### src/rtl/pipeline_stall_controller_pkg.sv
// Shared encodings and defaults for the pipeline stall controller.
// Optional stall-cycle counter is enabled with `define STALL_COUNTER_EN.
package pipeline_stall_controller_pkg;

  localparam logic [1:0] RUN        = 2'd0;
  localparam logic [1:0] LOAD_STALL = 2'd1;
  localparam logic [1:0] DIV_WAIT   = 2'd2;
  localparam logic [1:0] MEM_WAIT   = 2'd3;

  localparam int DIV_MAX_CYCLES_DEF = 34;

  typedef struct packed {
    logic stall_if;
    logic stall_id;
    logic stall_ex;
    logic stall_mem;
    logic flush_if_id;
    logic bubble_id_ex;
    logic bubble_ex_mem;
  } ctrl_t;

endpackage

### src/rtl/pipeline_stall_controller_if.sv
// Hazard requests in, pipeline hold/flush controls out.
// Shared by the controller (slave) and the pipeline (master).
interface pipeline_stall_controller_if #(
  parameter int CNT_WIDTH = 32
);

  logic LOAD_USE_BUBBLE;
  logic DIV_START;
  logic DIV_DONE;
  logic BRANCH_TAKEN;
  logic MEM_BUSY;

  logic STALL_IF;
  logic STALL_ID;
  logic STALL_EX;
  logic STALL_MEM;
  logic FLUSH_IF_ID;
  logic BUBBLE_ID_EX;
  logic BUBBLE_EX_MEM;
  logic [1:0] CTRL_STATE;
  logic DIV_TIMEOUT_ERR;
  logic [CNT_WIDTH-1:0] STALL_COUNT;

  modport master (
    output LOAD_USE_BUBBLE, DIV_START, DIV_DONE,
    output BRANCH_TAKEN, MEM_BUSY,
    input  STALL_IF, STALL_ID, STALL_EX, STALL_MEM,
    input  FLUSH_IF_ID, BUBBLE_ID_EX, BUBBLE_EX_MEM,
    input  CTRL_STATE, DIV_TIMEOUT_ERR, STALL_COUNT
  );

  modport slave (
    input  LOAD_USE_BUBBLE, DIV_START, DIV_DONE,
    input  BRANCH_TAKEN, MEM_BUSY,
    output STALL_IF, STALL_ID, STALL_EX, STALL_MEM,
    output FLUSH_IF_ID, BUBBLE_ID_EX, BUBBLE_EX_MEM,
    output CTRL_STATE, DIV_TIMEOUT_ERR, STALL_COUNT
  );

endinterface

### src/rtl/pipeline_stall_controller_watchdog.sv
// Divider watchdog: counts enabled cycles, flags when the
// count about to be registered reaches the limit.
module stall_watchdog #(
  parameter int W = 6
) (
  input  logic         clk_i,
  input  logic         rst_i,
  input  logic         clear_i,
  input  logic         enable_i,
  input  logic [W-1:0] limit_i,
  output logic         expired_o
);

  logic [W-1:0] count_q;
  logic [W:0]   nxt;

  assign nxt = {1'b0, count_q} + {{W{1'b0}}, 1'b1};
  assign expired_o = nxt >= {1'b0, limit_i};

  always_ff @(posedge clk_i) begin
    if (rst_i || clear_i) begin
      count_q <= '0;
    end else if (enable_i && !expired_o) begin
      count_q <= nxt[W-1:0];
    end
  end

endmodule

### src/rtl/pipeline_stall_controller.sv
// Pipeline hazard FSM: load-use, divider wait and memory wait.
// Define STALL_COUNTER_EN to build the STALL_IF cycle counter.
module pipeline_stall_controller
  import pipeline_stall_controller_pkg::*;
#(
  parameter int CNT_WIDTH      = 32,
  parameter int DIV_MAX_CYCLES = DIV_MAX_CYCLES_DEF
) (
  input logic CLK,
  input logic RESET,
  pipeline_stall_controller_if.slave bus
);

  localparam int WDW = $clog2(DIV_MAX_CYCLES + 1);

  logic [1:0] state_q, state_d;
  logic [1:0] ret_q, ret_d;
  logic [1:0] eff;
  logic       err_q, err_d;
  logic       wd_clr, wd_en, wd_exp;
  logic       br, ds, lu;
  ctrl_t      ctl;

  assign br = bus.BRANCH_TAKEN;
  assign ds = bus.DIV_START;
  assign lu = bus.LOAD_USE_BUBBLE;

  stall_watchdog #(.W(WDW)) u_wd (
    .clk_i     (CLK),
    .rst_i     (RESET),
    .clear_i   (wd_clr),
    .enable_i  (wd_en),
    .limit_i   (WDW'(DIV_MAX_CYCLES)),
    .expired_o (wd_exp)
  );

  // Leaving MEM_WAIT behaves as the saved state in the same cycle
  assign eff = (state_q == MEM_WAIT) ? ret_q : state_q;

  always_comb begin
    state_d = eff;
    ret_d   = ret_q;
    err_d   = err_q;
    wd_clr  = 1'b0;
    wd_en   = 1'b0;
    ctl     = '0;
    if (bus.MEM_BUSY) begin
      ctl.stall_if  = 1'b1;
      ctl.stall_id  = 1'b1;
      ctl.stall_ex  = 1'b1;
      ctl.stall_mem = 1'b1;
      state_d       = MEM_WAIT;
      if (state_q != MEM_WAIT) ret_d = state_q;
    end else begin
      unique case (eff)
        RUN: begin
          unique case (1'b1)
            br: begin
              ctl.flush_if_id  = 1'b1;
              ctl.bubble_id_ex = 1'b1;
            end
            ds && !br: begin
              ctl.stall_if      = 1'b1;
              ctl.stall_id      = 1'b1;
              ctl.stall_ex      = 1'b1;
              ctl.bubble_ex_mem = 1'b1;
              wd_clr            = 1'b1;
              state_d           = DIV_WAIT;
            end
            lu && !br && !ds: begin
              ctl.stall_if     = 1'b1;
              ctl.bubble_id_ex = 1'b1;
              state_d          = LOAD_STALL;
            end
            default: ;
          endcase
        end
        LOAD_STALL: state_d = RUN;
        DIV_WAIT: begin
          if (bus.DIV_DONE) begin
            state_d = RUN;
          end else begin
            ctl.stall_if      = 1'b1;
            ctl.stall_id      = 1'b1;
            ctl.stall_ex      = 1'b1;
            ctl.bubble_ex_mem = 1'b1;
            wd_en             = 1'b1;
            if (wd_exp) begin
              err_d   = 1'b1;
              state_d = RUN;
            end
          end
        end
        default: state_d = RUN;
      endcase
    end
    if (RESET) ctl = '0;
  end

  always_ff @(posedge CLK) begin
    if (RESET) begin
      state_q <= RUN;
      ret_q   <= RUN;
      err_q   <= 1'b0;
    end else begin
      state_q <= state_d;
      ret_q   <= ret_d;
      err_q   <= err_d;
    end
  end

  assign bus.STALL_IF        = ctl.stall_if;
  assign bus.STALL_ID        = ctl.stall_id;
  assign bus.STALL_EX        = ctl.stall_ex;
  assign bus.STALL_MEM       = ctl.stall_mem;
  assign bus.FLUSH_IF_ID     = ctl.flush_if_id;
  assign bus.BUBBLE_ID_EX    = ctl.bubble_id_ex;
  assign bus.BUBBLE_EX_MEM   = ctl.bubble_ex_mem;
  assign bus.CTRL_STATE      = state_q;
  assign bus.DIV_TIMEOUT_ERR = err_q;

`ifdef STALL_COUNTER_EN
  logic [CNT_WIDTH-1:0] cnt_q;

  always_ff @(posedge CLK) begin
    if (RESET) begin
      cnt_q <= '0;
    end else if (ctl.stall_if) begin
      cnt_q <= cnt_q + {{(CNT_WIDTH-1){1'b0}}, 1'b1};
    end
  end

  assign bus.STALL_COUNT = cnt_q;
`else
  assign bus.STALL_COUNT = {CNT_WIDTH{1'b0}};
`endif

endmodule
### src/flat_wrapper.sv
// flat-port wrapper written by rule: the top's interface ports become plain ports
module pipeline_stall_controller_flat import pipeline_stall_controller_pkg::*;
#(
  parameter int CNT_WIDTH      = 32,
  parameter int DIV_MAX_CYCLES = DIV_MAX_CYCLES_DEF
)
  (CLK, RESET, bus_LOAD_USE_BUBBLE, bus_DIV_START, bus_DIV_DONE, bus_BRANCH_TAKEN, bus_MEM_BUSY, bus_STALL_IF, bus_STALL_ID, bus_STALL_EX, bus_STALL_MEM, bus_FLUSH_IF_ID, bus_BUBBLE_ID_EX, bus_BUBBLE_EX_MEM, bus_CTRL_STATE, bus_DIV_TIMEOUT_ERR, bus_STALL_COUNT);
  pipeline_stall_controller_if #(.CNT_WIDTH(CNT_WIDTH)) bus_i ();
  input logic CLK;
  input logic RESET;
  input wire logic [$bits(bus_i.LOAD_USE_BUBBLE)-1:0] bus_LOAD_USE_BUBBLE;
  input wire logic [$bits(bus_i.DIV_START)-1:0] bus_DIV_START;
  input wire logic [$bits(bus_i.DIV_DONE)-1:0] bus_DIV_DONE;
  input wire logic [$bits(bus_i.BRANCH_TAKEN)-1:0] bus_BRANCH_TAKEN;
  input wire logic [$bits(bus_i.MEM_BUSY)-1:0] bus_MEM_BUSY;
  output wire logic [$bits(bus_i.STALL_IF)-1:0] bus_STALL_IF;
  output wire logic [$bits(bus_i.STALL_ID)-1:0] bus_STALL_ID;
  output wire logic [$bits(bus_i.STALL_EX)-1:0] bus_STALL_EX;
  output wire logic [$bits(bus_i.STALL_MEM)-1:0] bus_STALL_MEM;
  output wire logic [$bits(bus_i.FLUSH_IF_ID)-1:0] bus_FLUSH_IF_ID;
  output wire logic [$bits(bus_i.BUBBLE_ID_EX)-1:0] bus_BUBBLE_ID_EX;
  output wire logic [$bits(bus_i.BUBBLE_EX_MEM)-1:0] bus_BUBBLE_EX_MEM;
  output wire logic [$bits(bus_i.CTRL_STATE)-1:0] bus_CTRL_STATE;
  output wire logic [$bits(bus_i.DIV_TIMEOUT_ERR)-1:0] bus_DIV_TIMEOUT_ERR;
  output wire logic [$bits(bus_i.STALL_COUNT)-1:0] bus_STALL_COUNT;
  assign bus_i.LOAD_USE_BUBBLE = bus_LOAD_USE_BUBBLE;
  assign bus_i.DIV_START = bus_DIV_START;
  assign bus_i.DIV_DONE = bus_DIV_DONE;
  assign bus_i.BRANCH_TAKEN = bus_BRANCH_TAKEN;
  assign bus_i.MEM_BUSY = bus_MEM_BUSY;
  assign bus_STALL_IF = bus_i.STALL_IF;
  assign bus_STALL_ID = bus_i.STALL_ID;
  assign bus_STALL_EX = bus_i.STALL_EX;
  assign bus_STALL_MEM = bus_i.STALL_MEM;
  assign bus_FLUSH_IF_ID = bus_i.FLUSH_IF_ID;
  assign bus_BUBBLE_ID_EX = bus_i.BUBBLE_ID_EX;
  assign bus_BUBBLE_EX_MEM = bus_i.BUBBLE_EX_MEM;
  assign bus_CTRL_STATE = bus_i.CTRL_STATE;
  assign bus_DIV_TIMEOUT_ERR = bus_i.DIV_TIMEOUT_ERR;
  assign bus_STALL_COUNT = bus_i.STALL_COUNT;
  pipeline_stall_controller #(.CNT_WIDTH(CNT_WIDTH), .DIV_MAX_CYCLES(DIV_MAX_CYCLES)) u_core (.CLK(CLK), .RESET(RESET), .bus(bus_i));
endmodule
### config.mk
export PLATFORM = sky130hd
export DESIGN_NAME = pipeline_stall_controller_flat
export DESIGN_NICKNAME = d
export VERILOG_FILES = /design/src/rtl/pipeline_stall_controller_pkg.sv /design/src/rtl/pipeline_stall_controller_if.sv /design/src/rtl/pipeline_stall_controller_watchdog.sv /design/src/rtl/pipeline_stall_controller.sv /design/src/flat_wrapper.sv
export SDC_FILE = /design/constraint.sdc
export NUM_CORES = 1
export LEC_CHECK = 0
export CAP_MARGIN = 20
export CORE_ASPECT_RATIO = 0.5
export CORE_MARGIN = 1.5
export CORE_UTILIZATION = 35
export CTS_CLUSTER_SIZE = 40
export DETAILED_ROUTE_END_ITERATION = 6
export PLACE_DENSITY = 0.8
export SKIP_CTS_REPAIR_TIMING = 1
export SLEW_MARGIN = 20
export SYNTH_ARGS = -nofsm -noshare
export SYNTH_HDL_FRONTEND = slang
export SYNTH_SLANG_ARGS = --single-unit
### constraint.sdc
create_clock -name CLK -period 2 [get_ports CLK]
set_input_delay 0.2 -clock CLK [delete_from_list [all_inputs] [get_ports CLK]]
set_output_delay 0.2 -clock CLK [all_outputs]
set_load 0.01 [all_outputs]
==> Yosys cells after proc, flatten, opt, wreduce, memory -nomap -nowiden <==
Index checks and enable logic that the tools add are counted.
{ "classes": {"add_sub_neg": 1, "order_cmp": 1, "n_eq_ne": 3, "n_mux": 24, "bitwise_logic": 2, "reduce_logical": 13} }
{ "op_table": {"columns": ["operator", "count"], "rows": [
  ["$mux 2", 6],
  ["$mux 1", 10],
  ["$mux 3", 3],
  ["$pmux 2 s2", 2],
  ["$add 6x1->7 const B", 1],
  ["$ge 7x6->1 const B", 1],
  ["$mux 7", 1],
  ["$pmux 3 s2", 1],
  ["$eq 2x2->1 const B", 2],
  ["$logic_and 1x1->1", 4],
  ["$reduce_and 4->1", 1],
  ["$reduce_or 2->1", 2],
  ["$logic_not 1->1", 3],
  ["$logic_not 2->1", 1],
  ["$ne 2x2->1 const B", 1],
  ["$not 1->1", 2],
  ["$pmux 1 s2", 1],
  ["$reduce_and 2->1", 1],
  ["$logic_or 1x1->1", 1]
]} }
{ "word_totals": {"ff_bits": 11, "output_inout_bits": 42, "elab_cells": 48} }

==> Longest topological paths before layout <==
Gate-level depths: netlist of the first run.
{ "logic_depth": {"ltp_word": 8, "ltp_mapped": 8, "mapped_depth_nobuf": 7} }

==> Cells and area by module <==
From an unflattened synthesis of the first run, not the netlist that was laid out.
{ "hier_totals": {"cells_unflattened": 138, "area_unflattened_um2": 1092.3} }
{ "modules_own_cells": {"columns": ["module", "instances", "cells_per_inst", "area_per_inst_um2"], "rows": [
  ["pipeline_stall_controller", 1, 77, 590.6],
  ["stall_watchdog", 1, 61, 501.7]
]} }

==> Worst setup path after synthesis of the first run <==
Ideal clock, no wire load.
{ "synth_path": {"path_type": "reg-to-reg", "startpoint": "register u_core.u_wd.count_q[0]", "endpoint": "register u_core.u_wd.count_q[5]", "arrival_ps": 2054, "path_slack_ps": -122, "path_stages_with_launch": 9, "period_less_slack_ps": 2122, "path_cell_list": "dfxtp_1 ha_1 buf_4 and3_1 o21ai_1 a211o_1 a211oi_4 or3b_1 a21oi_2"} }
{ "synth_between": {"elab_chain_len": 4} }
{ "synth_lines": {"columns": ["item", "line", "text"], "rows": [
  ["from (decl)", "pipeline_stall_controller_watchdog.sv:14", "logic [W-1:0] count_q;"],
  ["from (signal assigned)", "pipeline_stall_controller_watchdog.sv:24", "count_q <= nxt[W-1:0];"],
  ["$add 6x1->7 *", "pipeline_stall_controller_watchdog.sv:17", "assign nxt = {1'b0, count_q} + {{W{1'b0}}, 1'b1};"],
  ["$ge 7x6->1", "pipeline_stall_controller_watchdog.sv:18", "assign expired_o = nxt >= {1'b0, limit_i};"],
  ["$logic_not 1->1", "pipeline_stall_controller_watchdog.sv:23", "end else if (enable_i && !expired_o) begin"],
  ["$logic_and 1x1->1", "pipeline_stall_controller_watchdog.sv:23", null]
]} }
Mark *: on every way between the ends. The rest lies on a longest branch, timed or not.
A chain may end at the register's enable or synchronous reset.

==> Worst setup path after layout of the first run <==
Same ends and word-level chain as after synthesis.

==> results.cfg, run 1 <==
[detailed_routing]
first_pass_iters = 4
drc = 0
vias_per_cell = 4.44
drtIter0Drc = 37
avgRoutedWirePerCell_um = 9.79
routed_wl_um = 1780
vias = 808
ant_nets = 0

[clocking]
cts.sinks = 11
clkLatencyLatePin_ns = 0.23
clockBufferDepth = 2
path_clk_slew_ns = 0.05
cts_root_buf = clkbuf_8
cts_buffers = 3
htreeDepth = 1
cts_tree = built

[final_layout]
final_cells = 182
drive_above_1_share = 0.218
final_cell_mix = 32 x conb_1, 13 x nor2_1, 13 x buf_4, 10 x a21oi_1, 10 x clkdlybuf4s50_1
final_nets = 157
antenna_cells = 0
syn_to_final_growth_pct = 27.4
final_common_cell = conb_1

[pwr]
peakVddDrop_mv = 0.218
p_leak_uw = 0.000574
p_clk_frac = 0.366
p_sw_uw = 160
power_density_nw_per_um2 = 495
switching_share = 0.272
total_power_uw = 587
power.internal_uw = 428
pwr-share-seq = 0.395
combPwrFrac = 0.239

[global_route]
antenna_found_initial = 0
gr-total-overflow = 0
grt_max_degree = 10
grt_usage = 0.126
grt_first_pass_wirelength_um = 2790
grt_pass1_vias = 656

[timing]
clock.fmax_mhz = 522
slew_viol_final = 0
clock_skew_ns = 0.00434
hold_viol_final = 0
fin_crit_sh = 0.959
holdWs_ns = 0.502
setup_violations = 0
postLayoutSetupSlackWorst_ns = 0.0825
period_needed_ns = 1.92

[setup_path]
slowest_stage = or3b_4
rr_startpoint = u_core.u_wd.count_q[0]$_SDFFE_PP0P_
critPathRequiredTime_ns = 2.17
path_max_fanout = 6
cp.arrival_ns = 2.09
r2r_slack_ns = 0.08
worst-setup-path-type = register to register
start_kind = register
r2r_cells = 7
end_kind = register
reg2reg_to = u_core.u_wd.count_q[5]$_SDFFE_PP0P_
max_stage_delay_ns = 0.40
cp_cell_sequence = ha_4 -> and3_1 -> o21ai_1 -> a211o_1 -> a211oi_4 -> or3b_4 -> a21oi_2

[run]
maxCapViolCount = 0

[synthesis]
yosysWarnings = 0
netlist_area_um2 = 932
seq_area_frac_synth = 0.236
syn_avg_cell_area_um2 = 7.83
synthFlopType = dfxtp_1
synth_edf_count = 0
ys_types = 36
synth-async-reset-ratio = 0
postSynthCellCount = 119
synth-seq-cells = 11

[die]
rows = 12
die_height_um = 39.5
ios = 49
dieArea_um2 = 3000
die_w_um = 76.0
core_area_um2 = 2360
start_util = 0.395

[min_path]
min_from = u_core.bus.DIV_TIMEOUT_ERR$_SDFFE_PP0P_
hold_depth = 1
min_to = u_core.bus.DIV_TIMEOUT_ERR$_SDFFE_PP0P_
min_path_type = register to register

[place]
gp_congestion = 0.756
dp.cells = 174
place_hpwl_um = 1390
portBuffers = 16
place_ws_ns = -0.0235

[run_status]
status = finished clean
cell families after synthesis:
kind of cell / synth area share
other cells: 0.00402
xor+xnor: 0.0282
simple gates: 0.224
compound gates: 0.183
buf+inv: 0.298
flops: 0.236
fa+ha+maj: 0.0268
critical path, delay by kind of cell (launching register included):
family,cells,cell delay [ns]
AOI/OAI and AO/OA,4,0.73
adders and majority gates,1,0.18
DFF,1,0.37
and+or+nand+nor,2,0.57
per-stage QoR:
stage | utilization | area, um^2 | TNS, ns
after floorplan | - | 1080 | -0.0622
after global placement | 0.459 | 1080 | 0
after detailed placement | 0.459 | 1080 | -0.0438
after CTS | 0.478 | 1130 | -0.853
after global routing | 0.504 | 1190 | -0.0309
final | 0.504 | 1190 | 0
synth_stat cells (2+ instances only):
cell type	n	area [um^2]
nand4_1	2	12.5
clkbuf_1	2	7.51
nor3_1	3	15.0
nand2b_1	3	18.8
a21o_2	2	17.5
ha_1	2	25.0
a21oi_1	10	50.1
dfxtp_1	11	220
buf_4	34	255
o21ai_0	2	10.0
xnor2_1	3	26.3
nor2b_1	4	25.0
nand3_1	2	10.0
nor2_1	14	52.6
inv_1	4	15.0
how the worst max path moves through the flow:
stage | from | endpoint | cells after the start
after floorplan | u_core.u_wd.count_q[0]$_SDFFE_PP0P_ | u_core.u_wd.count_q[5]$_SDFFE_PP0P_ | 8
after global placement | bus_DIV_DONE | bus_STALL_EX | 6
after detailed placement | bus_DIV_DONE | bus_STALL_EX | 6
after CTS | u_core.bus.CTRL_STATE[0]$_SDFF_PP0_ | bus_STALL_EX | 6
after global routing | u_core.bus.CTRL_STATE[0]$_SDFF_PP0_ | bus_STALL_EX | 7
final | u_core.u_wd.count_q[0]$_SDFFE_PP0P_ | u_core.u_wd.count_q[5]$_SDFFE_PP0P_ | 7
state kept, by name, summed over array words and instances (netlist names):
name and cells:
u_core.u_wd.count_q 6, u_core.bus.CTRL_STATE 2, u_core.ret_q 2, u_core.bus.DIV_TIMEOUT_ERR 1
power by group through the flow:
stage	clock network (uW)	logic, uW	registers (uW)
after global placement	0	132	237
final	215	140	232
after CTS	223	135	234
after floorplan	0	124	238
after detailed placement	0	134	238
after global routing	242	154	233
layer usage:
layer | up-vias | wire (um) | part of all wire | GRT usage
met5 | - | 0 | 0 | 0
met4 | 0 | 13 | 0.0073 | 0.0556
met3 | 2 | 157 | 0.088 | 0.0558
met2 | 43 | 889 | 0.50 | 0.248
met1 | 369 | 720 | 0.40 | 0.123
li1 | 394 | - | - | -
cell type report:
class / count / area [um^2]
multi-input cells: 99 / 582
well taps: 35 / 43.8
inverters: 4 / 15.0
fillers: 224 / 1170
clock buffers: 4 / 45.0
flip-flops and latches: 11 / 229
repair buffers: 29 / 273
Power figures use the tool's default switching activity.
==> inputs of run 2 (changes only) <==
--- a/config.mk
+++ b/config.mk
@@ -6,12 +6,13 @@
 export NUM_CORES = 1
 export LEC_CHECK = 0
 export CAP_MARGIN = 20
-export CORE_ASPECT_RATIO = 0.5
 export CORE_MARGIN = 1.5
-export CORE_UTILIZATION = 35
+export CORE_UTILIZATION = 55
+export CTS_BUF_LIST = sky130_fd_sc_hd__clkbuf_16
 export CTS_CLUSTER_SIZE = 40
 export DETAILED_ROUTE_END_ITERATION = 6
-export PLACE_DENSITY = 0.8
+export DONT_BUFFER_PORTS = 1
+export PLACE_DENSITY = 0.78
 export SKIP_CTS_REPAIR_TIMING = 1
 export SLEW_MARGIN = 20
 export SYNTH_ARGS = -nofsm -noshare
==> results.cfg, run 2 (synthesis gave the netlist of run 1 again) <==
[setup_path]
path_max_fanout = 6
cp_top_family = compound AO/OA/AOI/OAI gates
rr_startpoint = u_core.u_wd.count_q[0]$_SDFFE_PP0P_
start_kind = register
cp.arrival_ns = 2.10
reg2reg_to = u_core.u_wd.count_q[5]$_SDFFE_PP0P_
worst-setup-path-type = register to register
r2r_slack_ns = 0.08
cp_cell_sequence = ha_4 -> and3_1 -> o21ai_1 -> a211o_1 -> a211oi_4 -> or3b_4 -> a21oi_2
slowest_stage = or3b_4
end_kind = register
max_stage_delay_ns = 0.41
cp.depth = 7
r2r_cells = 7
worst-path-buf-inv = 0
critPathRequiredTime_ns = 2.17

[pwr]
peakVddDrop_mv = 0.403
total_power_uw = 685
power_density_nw_per_um2 = 700
p_leak_uw = 0.000401

[die]
dieArea_um2 = 1950
rows = 14
start_util = 0.605
core_area_um2 = 1540
die_w_um = 44.2
die_height_um = 44.2
ios = 49

[clocking]
path_clk_slew_ns = 0.04
cts_root_buf = clkbuf_16
clkLatencyLatePin_ns = 0.24
cts.sinks = 11
cts_buffers = 3
cts_tree = built
htreeDepth = 1
clockBufferDepth = 2

[place]
portBuffers = 0
place_hpwl_um = 1130
gp_congestion = 0.918
placed_area_um2 = 853

[detailed_routing]
ant_nets = 0
avgRoutedWirePerCell_um = 11.2
drtIter0Drc = 8
routed_wl_um = 1550
vias = 685
vias_per_cell = 4.96
first_pass_iters = 4
drc = 0

[final_layout]
final_nets = 132
largest_register = u_core.u_wd.count_q
drive_above_1_share = 0.205
post-route-cell-area_um2 = 978
final_common_cell = conb_1
largest_register_ffs = 6
antenna_cells = 0
final_cell_mix = 32 x conb_1, 13 x nor2_1, 9 x a21oi_1, 9 x dfxtp_1, 5 x inv_1
syn_to_final_growth_pct = 4.97

[global_route]
grt_usage = 0.173
grt_first_pass_wirelength_um = 2450
grt_max_degree = 13
grt_pass1_vias = 569
gr-total-overflow = 0
antenna_found_initial = 0

[timing]
fin_crit_sh = 0.962
rsz0062_at_grt = false
hold_viol_final = 0
period_needed_ns = 1.92
setup_violations = 0
worst_pin_slew_ns = 0.549
clock.fmax_mhz = 520
slew_headroom = 0.629
slew_viol_final = 0
clock_skew_ns = 0.00458
fin_setup_tns_ns = 0

[run]
maxCapViolCount = 0

[min_path]
hold_depth = 1
min_to = u_core.bus.CTRL_STATE[1]$_SDFF_PP0_
min_path_type = input pin to register
min_from = RESET

[run_status]
status = finished clean
-- run 2: cell types whose count changed in the layout (fill, tap and decap cells not counted), moves of 3 or more --
cell             delta
buf_4              -10
clkbuf_16           +3
clkdlybuf4s50_1    -10
clkbuf_8            -3
dlymetal6s2s_1      -6
-- run 2: final cells by class --
| cell class | count | area (um^2) |
|---|---|---|
| multi-input combinational | 99 | 603 |
| sequential | 11 | 228 |
| fill | 134 | 563 |
| timing repair buffer | 4 | 33.8 |
| clock inverter | 1 | 3.75 |
| clock buffer | 3 | 75.1 |
| tap | 16 | 20.0 |
| inverter | 4 | 15.0 |
-- run 2: worst max path at each step --
stage                                             start                             endpoint  slack [ns]
floorplan           u_core.u_wd.count_q[0]$_SDFFE_PP0P_  u_core.u_wd.count_q[5]$_SDFFE_PP0P_       -0.06
CTS                 u_core.u_wd.count_q[1]$_SDFFE_PP0P_  u_core.u_wd.count_q[1]$_SDFFE_PP0P_       -0.09
global route        u_core.u_wd.count_q[0]$_SDFFE_PP0P_  u_core.u_wd.count_q[5]$_SDFFE_PP0P_       0.002
detailed placement  u_core.u_wd.count_q[1]$_SDFFE_PP0P_  u_core.u_wd.count_q[1]$_SDFFE_PP0P_      -0.009
global placement    u_core.u_wd.count_q[1]$_SDFFE_PP0P_  u_core.u_wd.count_q[5]$_SDFFE_PP0P_        0.13
finish              u_core.u_wd.count_q[0]$_SDFFE_PP0P_  u_core.u_wd.count_q[5]$_SDFFE_PP0P_        0.08
-- run 2: per-stage QoR --
step / util / cells / worst slack (ns) / hold slack, ns
floorplan: - / 150 / -0.0622 / 0.362
global placement: 0.554 / 133 / 0.131 / 0.275
detailed placement: 0.554 / 133 / -0.00877 / 0.276
CTS: 0.605 / 137 / -0.0864 / 0.0283
global route: 0.635 / 138 / 0.00191 / 0.0241
finish: 0.635 / 138 / 0.0766 / 0.0305
-- run 2: power by group --
group | switching [uW] | internal (uW) | leakage, uW | total [uW]
Combinational | 61.8 | 29.3 | 0.000267 | 91.0
Clock | 95.4 | 262 | 0.0000423 | 358
Sequential | 10.8 | 226 | 0.0000912 | 237
Total | 168 | 517 | 0.000401 | 685
-- run 2: worst register-to-register path: stages (launching register included) --
cell and delay, ns:
dfxtp_4 0.39, ha_4 0.19, and3_1 0.16, o21ai_1 0.06, a211o_1 0.31, a211oi_4 0.24
or3b_4 0.41, a21oi_2 0.11
-- run 2: metal layers --
metal / wire, um / global-route usage
met1: 629 / 0.203
met2: 771 / 0.303
met3: 128 / 0.0245
met4: 19 / 0.0909
met5: 0 / 0
==> inputs of run 3 (changes only) <==
--- a/config.mk
+++ b/config.mk
@@ -5,14 +5,16 @@
 export SDC_FILE = /design/constraint.sdc
 export NUM_CORES = 1
 export LEC_CHECK = 0
+export ABC_CLOCK_PERIOD_IN_PS = 1840
 export CAP_MARGIN = 20
 export CORE_MARGIN = 1.5
-export CORE_UTILIZATION = 55
+export CORE_UTILIZATION = 57
 export CTS_BUF_LIST = sky130_fd_sc_hd__clkbuf_16
 export CTS_CLUSTER_SIZE = 40
 export DETAILED_ROUTE_END_ITERATION = 6
 export DONT_BUFFER_PORTS = 1
-export PLACE_DENSITY = 0.78
+export PLACE_DENSITY = 0.77
+export SETUP_SLACK_MARGIN = 0.02
 export SKIP_CTS_REPAIR_TIMING = 1
 export SLEW_MARGIN = 20
 export SYNTH_ARGS = -nofsm -noshare
==> constraint.sdc (replaced) <==
create_clock -name CLK -period 1.84 [get_ports CLK]
set_input_delay 0.184 -clock CLK [delete_from_list [all_inputs] [get_ports CLK]]
set_output_delay 0.184 -clock CLK [all_outputs]
set_load 0.01 [all_outputs]
==> results.cfg, run 3 (synthesis gave the netlist of run 1 again) <==
[die]
die_height_um = 43.4
core_area_um2 = 1520
ios = 49
dieArea_um2 = 1890
die_w_um = 43.4
rows = 14
start_util = 0.612

[timing]
clock.fmax_mhz = 536
fin_crit_sh = 1.01
setup_violations = 1
slew_viol_final = 0
slew_headroom = 0.641
rsz0062_at_grt = true
period_needed_ns = 1.87
postLayoutSetupSlackWorst_ns = -0.0264
clock_skew_ns = 0.00116
hold_viol_final = 0
holdWs_ns = 0.00745
worst_pin_slew_ns = 0.534

[final_layout]
regArea_um2 = 230
largest_register = u_core.u_wd.count_q
multi_input_area_um2 = 587
final_cell_mix = 32 x conb_1, 12 x nor2_1, 10 x a21oi_1, 10 x buf_4, 7 x dfxtp_1
final_nets = 138
fillers = 134
final_util = 0.661
antenna_cells = 0
final_common_cell = conb_1
drive_above_1_share = 0.242
largest_register_ffs = 6
syn_to_final_growth_pct = 8.05
final_cells = 144

[run_status]
violations = setup timing
status = complete, but fails checks

[setup_path]
start_kind = register
worst-setup-path-type = register to register
worst-path-buf-inv = 0
critPathRequiredTime_ns = 2.01
r2r_cells = 7
end_kind = register
max_stage_delay_ns = 0.38
cp_cell_sequence = ha_4 -> and3_1 -> o21ai_1 -> a211o_1 -> a211oi_4 -> or3b_1 -> a21oi_2
cp_top_family = compound AO/OA/AOI/OAI gates
r2r_slack_ns = -0.03
cp.depth = 7
slowest_stage = dfxtp_4
path_max_fanout = 5
cp.arrival_ns = 2.04

[clocking]
clockBufferDepth = 2
path_clk_slew_ns = 0.04
cts_root_buf = clkbuf_16
cts_buffers = 3
cts.sinks = 11
cts_tree = built
htreeDepth = 1
clkLatencyLatePin_ns = 0.24

[detailed_routing]
wl_met2_um = 824
first_pass_iters = 3
drtIter0Drc = 3
routed_wl_um = 1580
drc = 0
wl_met3_um = 98
ant_nets = 0
wl_met1_um = 645
top_layer = met4
vias_per_cell = 4.93
vias = 710
avgRoutedWirePerCell_um = 11.0

[pwr]
power_density_nw_per_um2 = 757
peakVddDrop_mv = 0.615
total_power_uw = 762
p_leak_uw = 0.000428

[place]
portBuffers = 0
dp.cells = 138
gp_congestion = 0.797
place_hpwl_um = 1170

[global_route]
grt_max_degree = 13
grt_usage = 0.185
gr-total-overflow = 0
grt_pass1_vias = 629
grt_first_pass_wirelength_um = 2620
antenna_found_initial = 0

[min_path]
hold_depth = 1
min_path_type = input pin to register

[run]
maxCapViolCount = 0
==> run 3: per-stage QoR <==
step	area [um^2]	worst slack [ns]	TNS (ns)
6_report	1010	-0.0264	-0.0264
5_1_grt	1010	-0.132	-0.522
4_1_cts	971	-0.106	-0.354
3_5_place_dp	891	-0.108	-0.197
3_3_place_gp	891	0.00849	0
2_1_floorplan	1080	-0.222	-0.291
==> run 3: worst paths after layout <==
kind,from,endpoint
min,RESET,u_core.bus.CTRL_STATE[1]$_SDFF_PP0_
max,u_core.u_wd.count_q[0]$_SDFFE_PP0P_,u_core.u_wd.count_q[5]$_SDFFE_PP0P_
min reg2reg,u_core.ret_q[1]$_SDFFE_PP0P_,u_core.ret_q[1]$_SDFFE_PP0P_
max reg2reg,u_core.u_wd.count_q[0]$_SDFFE_PP0P_,u_core.u_wd.count_q[5]$_SDFFE_PP0P_
==> run 3: area by class of cell <==
| cell class | count | area share |
|---|---|---|
| clock buffers | 3 | 0.0745 |
| clock inverters | 1 | 0.00497 |
| inverters | 4 | 0.0149 |
| multi-input cells | 99 | 0.583 |
| flip-flops and latches | 11 | 0.229 |
| well taps | 16 | 0.0199 |
| repair buffers | 10 | 0.0745 |
==> run 3: report_power, final <==
part	internal, uW	switching, uW
clock network	288	111
logic	37.8	70.6
registers	246	8.73
==> run 3: layer usage <==
layer  up-vias  GRT usage
met2        30      0.319
met3         2     0.0667
met5         -          0
met4         0     0.0545
met1       322      0.214
li1        356          -
==> run 3: worst register-to-register path: cells and delay by family, from the launching register on <==
| family | cells | cell delay [ns] |
|---|---|---|
| DFF | 1 | 0.38 |
| and+or+nand+nor | 2 | 0.54 |
| AOI/OAI and AO/OA | 4 | 0.72 |
| adders and majority gates | 1 | 0.17 |
==> patch, RTL diff (config.mk and constraints of run 1) <==
`CNT_WIDTH` is set to 32 in 3 places; all go to 48.
--- a/src/rtl/pipeline_stall_controller_if.sv
+++ b/src/rtl/pipeline_stall_controller_if.sv
@@ -1,7 +1,7 @@
 // Hazard requests in, pipeline hold/flush controls out.
 // Shared by the controller (slave) and the pipeline (master).
 interface pipeline_stall_controller_if #(
-  parameter int CNT_WIDTH = 32
+  parameter int CNT_WIDTH = 48
 );
 
   logic LOAD_USE_BUBBLE;
--- a/src/rtl/pipeline_stall_controller.sv
+++ b/src/rtl/pipeline_stall_controller.sv
@@ -3,7 +3,7 @@
 module pipeline_stall_controller
   import pipeline_stall_controller_pkg::*;
 #(
-  parameter int CNT_WIDTH      = 32,
+  parameter int CNT_WIDTH      = 48,
   parameter int DIV_MAX_CYCLES = DIV_MAX_CYCLES_DEF
 ) (
   input logic CLK,
--- a/src/flat_wrapper.sv
+++ b/src/flat_wrapper.sv
@@ -1,7 +1,7 @@
 // flat-port wrapper written by rule: the top's interface ports become plain ports
 module pipeline_stall_controller_flat import pipeline_stall_controller_pkg::*;
 #(
-  parameter int CNT_WIDTH      = 32,
+  parameter int CNT_WIDTH      = 48,
   parameter int DIV_MAX_CYCLES = DIV_MAX_CYCLES_DEF
 )
   (CLK, RESET, bus_LOAD_USE_BUBBLE, bus_DIV_START, bus_DIV_DONE, bus_BRANCH_TAKEN, bus_MEM_BUSY, bus_STALL_IF, bus_STALL_ID, bus_STALL_EX, bus_STALL_MEM, bus_FLUSH_IF_ID, bus_BUBBLE_ID_EX, bus_BUBBLE_EX_MEM, bus_CTRL_STATE, bus_DIV_TIMEOUT_ERR, bus_STALL_COUNT);
Ports: changed (resized bus_STALL_COUNT); port bits go from 49 to 65. The function was not compared with the original's and may differ.
==> patch against run 1 <==
  * Sequential cell count unchanged
  * Sequential power about the same
  * Routed wire length up 15%
  * Power is 3.8% higher
  * Clock power is 3% higher
  * Area after synthesis grew 13%
  * Sequential share of layout area down 1.0 points
  * Setup slack worse by 0.030 ns
  * Critical path depth did not move
  * Count of clock-buffer cells in the layout unchanged
  * Via count up 6.2%
  * Final area grew 5.6%
  * Cell count increased by 9.9%
  * Critical path type unchanged
  * Largest power group unchanged
==> patch: results (changes against run 1) <==
- GR Layer Usage met3: 4.62% (was 5.58%)
- Worst ir drop on vdd: 0.000225 V (was 0.000218 V)
- Reg-to-Reg Start: u_core.u_wd.count_q[0]$_SDFFE_PP0P_ (unchanged)
- Post-synth top cells: buf_4 (50), nor2_1 (14), dfxtp_1 (11), a21oi_1 (10) (was buf_4 (34), nor2_1 (14), dfxtp_1 (11), a21oi_1 (10))
- Grt met2 use: 20.2% (was 24.8%)
- Switching share of total power: 29.8% (was 27.2%)
- Iter 0 DRT Violations: 70 (was 37)
- Gp weighted congestion: 0.785 (was 0.756)
- Reg-to-Reg End: u_core.u_wd.count_q[5]$_SDFFE_PP0P_ (unchanged)
- Number of global-route vias before repair: 694 (was 656)
- Placed Area: 0.00115 mm^2 (was 0.00108 mm^2)
- Met1 Track Usage GR: 12.7% (was 12.3%)
- GRT Total Usage: 11.9% (was 12.6%)
- YS warnings: 0 (unchanged)
- Crit path from: u_core.u_wd.count_q[0]$_SDFFE_PP0P_ (unchanged)
- Crit path DAT: 2.12 ns (was 2.09 ns)
- CP max FO: 6 (unchanged)
- Vias: 858 (was 808)
- Routed wire length per instance: 10.3 um (was 9.79 um)
- Run status: completed (unchanged)
- Reg-to-reg setup timing slack: 0.05 ns (was 0.08 ns)
- Worst clock skew: 0.00139 ns (was 0.00434 ns)
- First-pass GRT wire length: 3000 um (was 2790 um)
- Area contributors post-synth: buf_4 (36%), dfxtp_1 (21%), nor2_1 (5.0%) (was buf_4 (27%), dfxtp_1 (24%), nor2_1 (5.6%))
- Reg2reg path depth: 7 (unchanged)
- Final Net Count: 173 (was 157)
- CTS Buf Count: 3 (unchanged)
- Detailed Place HPWL: 1510 um (was 1390 um)
- Pleak: 0.626 nW (was 0.574 nW)
- Layout cells sized above 1: 20.2% (was 21.8%)
- Post-synthesis sequential area ratio: 20.9% (was 23.6%)
- Antenna violations before repair: 0 (unchanged)
- Fillcell total: 264 (was 224)
- Largest net degree at the start of global routing: 10 (unchanged)
- Worst skew pair latency: 0.24 ns
[patch: logic make-up after synthesis]
kind of cell	Yosys count	share of synthesized area (%)
compound gates	24	16.2
xor+xnor	3	2.50
fa+ha+maj	2	2.38
buf+inv	56	37.8
flops	11	20.9
other cells	1	0.356
simple gates	38	19.9
[patch: worst min path at each step]
| stage | start | endpoint | slack, ns | cells past startpoint |
|---|---|---|---|---|
| floorplan | bus_DIV_START | u_core.bus.CTRL_STATE[1]$_SDFF_PP0_ | 0.36 | 2 |
| global placement | u_core.bus.DIV_TIMEOUT_ERR$_SDFFE_PP0P_ | u_core.bus.DIV_TIMEOUT_ERR$_SDFFE_PP0P_ | 0.47 | 1 |
| detailed placement | u_core.bus.DIV_TIMEOUT_ERR$_SDFFE_PP0P_ | u_core.bus.DIV_TIMEOUT_ERR$_SDFFE_PP0P_ | 0.48 | 1 |
| CTS | u_core.bus.DIV_TIMEOUT_ERR$_SDFFE_PP0P_ | u_core.bus.DIV_TIMEOUT_ERR$_SDFFE_PP0P_ | 0.50 | 1 |
| global route | u_core.bus.DIV_TIMEOUT_ERR$_SDFFE_PP0P_ | u_core.bus.DIV_TIMEOUT_ERR$_SDFFE_PP0P_ | 0.51 | 1 |
| finish | u_core.bus.DIV_TIMEOUT_ERR$_SDFFE_PP0P_ | u_core.bus.DIV_TIMEOUT_ERR$_SDFFE_PP0P_ | 0.49 | 1 |
[patch: area by class of cell]
type                    instances  area [um^2]  area share, %
flip-flops and latches         11          229           18.3
inverters                       4         15.0           1.20
repair buffers                 29          273           21.8
clock buffers                   4         45.0           3.59
well taps                      37         46.3           3.69
multi-input cells             115          646           51.5
[patch: critical path, stage by stage (launching register included)]
cell	delay, ns
dfxtp_4	0.38
ha_4	0.18
and3_1	0.17
o21ai_1	0.08
a211o_1	0.32
a211oi_4	0.23
or3b_4	0.41
a21oi_2	0.12
[patch: stage by stage]
stage                     hold WS (ns)  std cells  setup WS [ns]  util, %
after floorplan                  0.362        182        -0.0622        -
after global placement           0.470        193         0.0262     42.4
after detailed placement         0.485        193        -0.0124     42.4
after CTS                        0.496        197         -0.274     44.1
after global routing             0.514        200        -0.0190     46.2
final                            0.492        200         0.0522     46.2
[patch: per-layer routing]
metal / vias to the layer above / wire length, um
li1: 411 / -
met1: 384 / 813
met2: 55 / 1010
met3: 8 / 181
met4: 0 / 49
met5: - / 0
[patch: power by group through the flow]
stage / Combinational, mW / Clock (mW) / Sequential, mW
detailed placement: 0.151 / 0 / 0.237
CTS: 0.152 / 0.230 / 0.233
floorplan: 0.160 / 0 / 0.238
global route: 0.172 / 0.247 / 0.233
global placement: 0.148 / 0 / 0.237
finish: 0.157 / 0.221 / 0.232
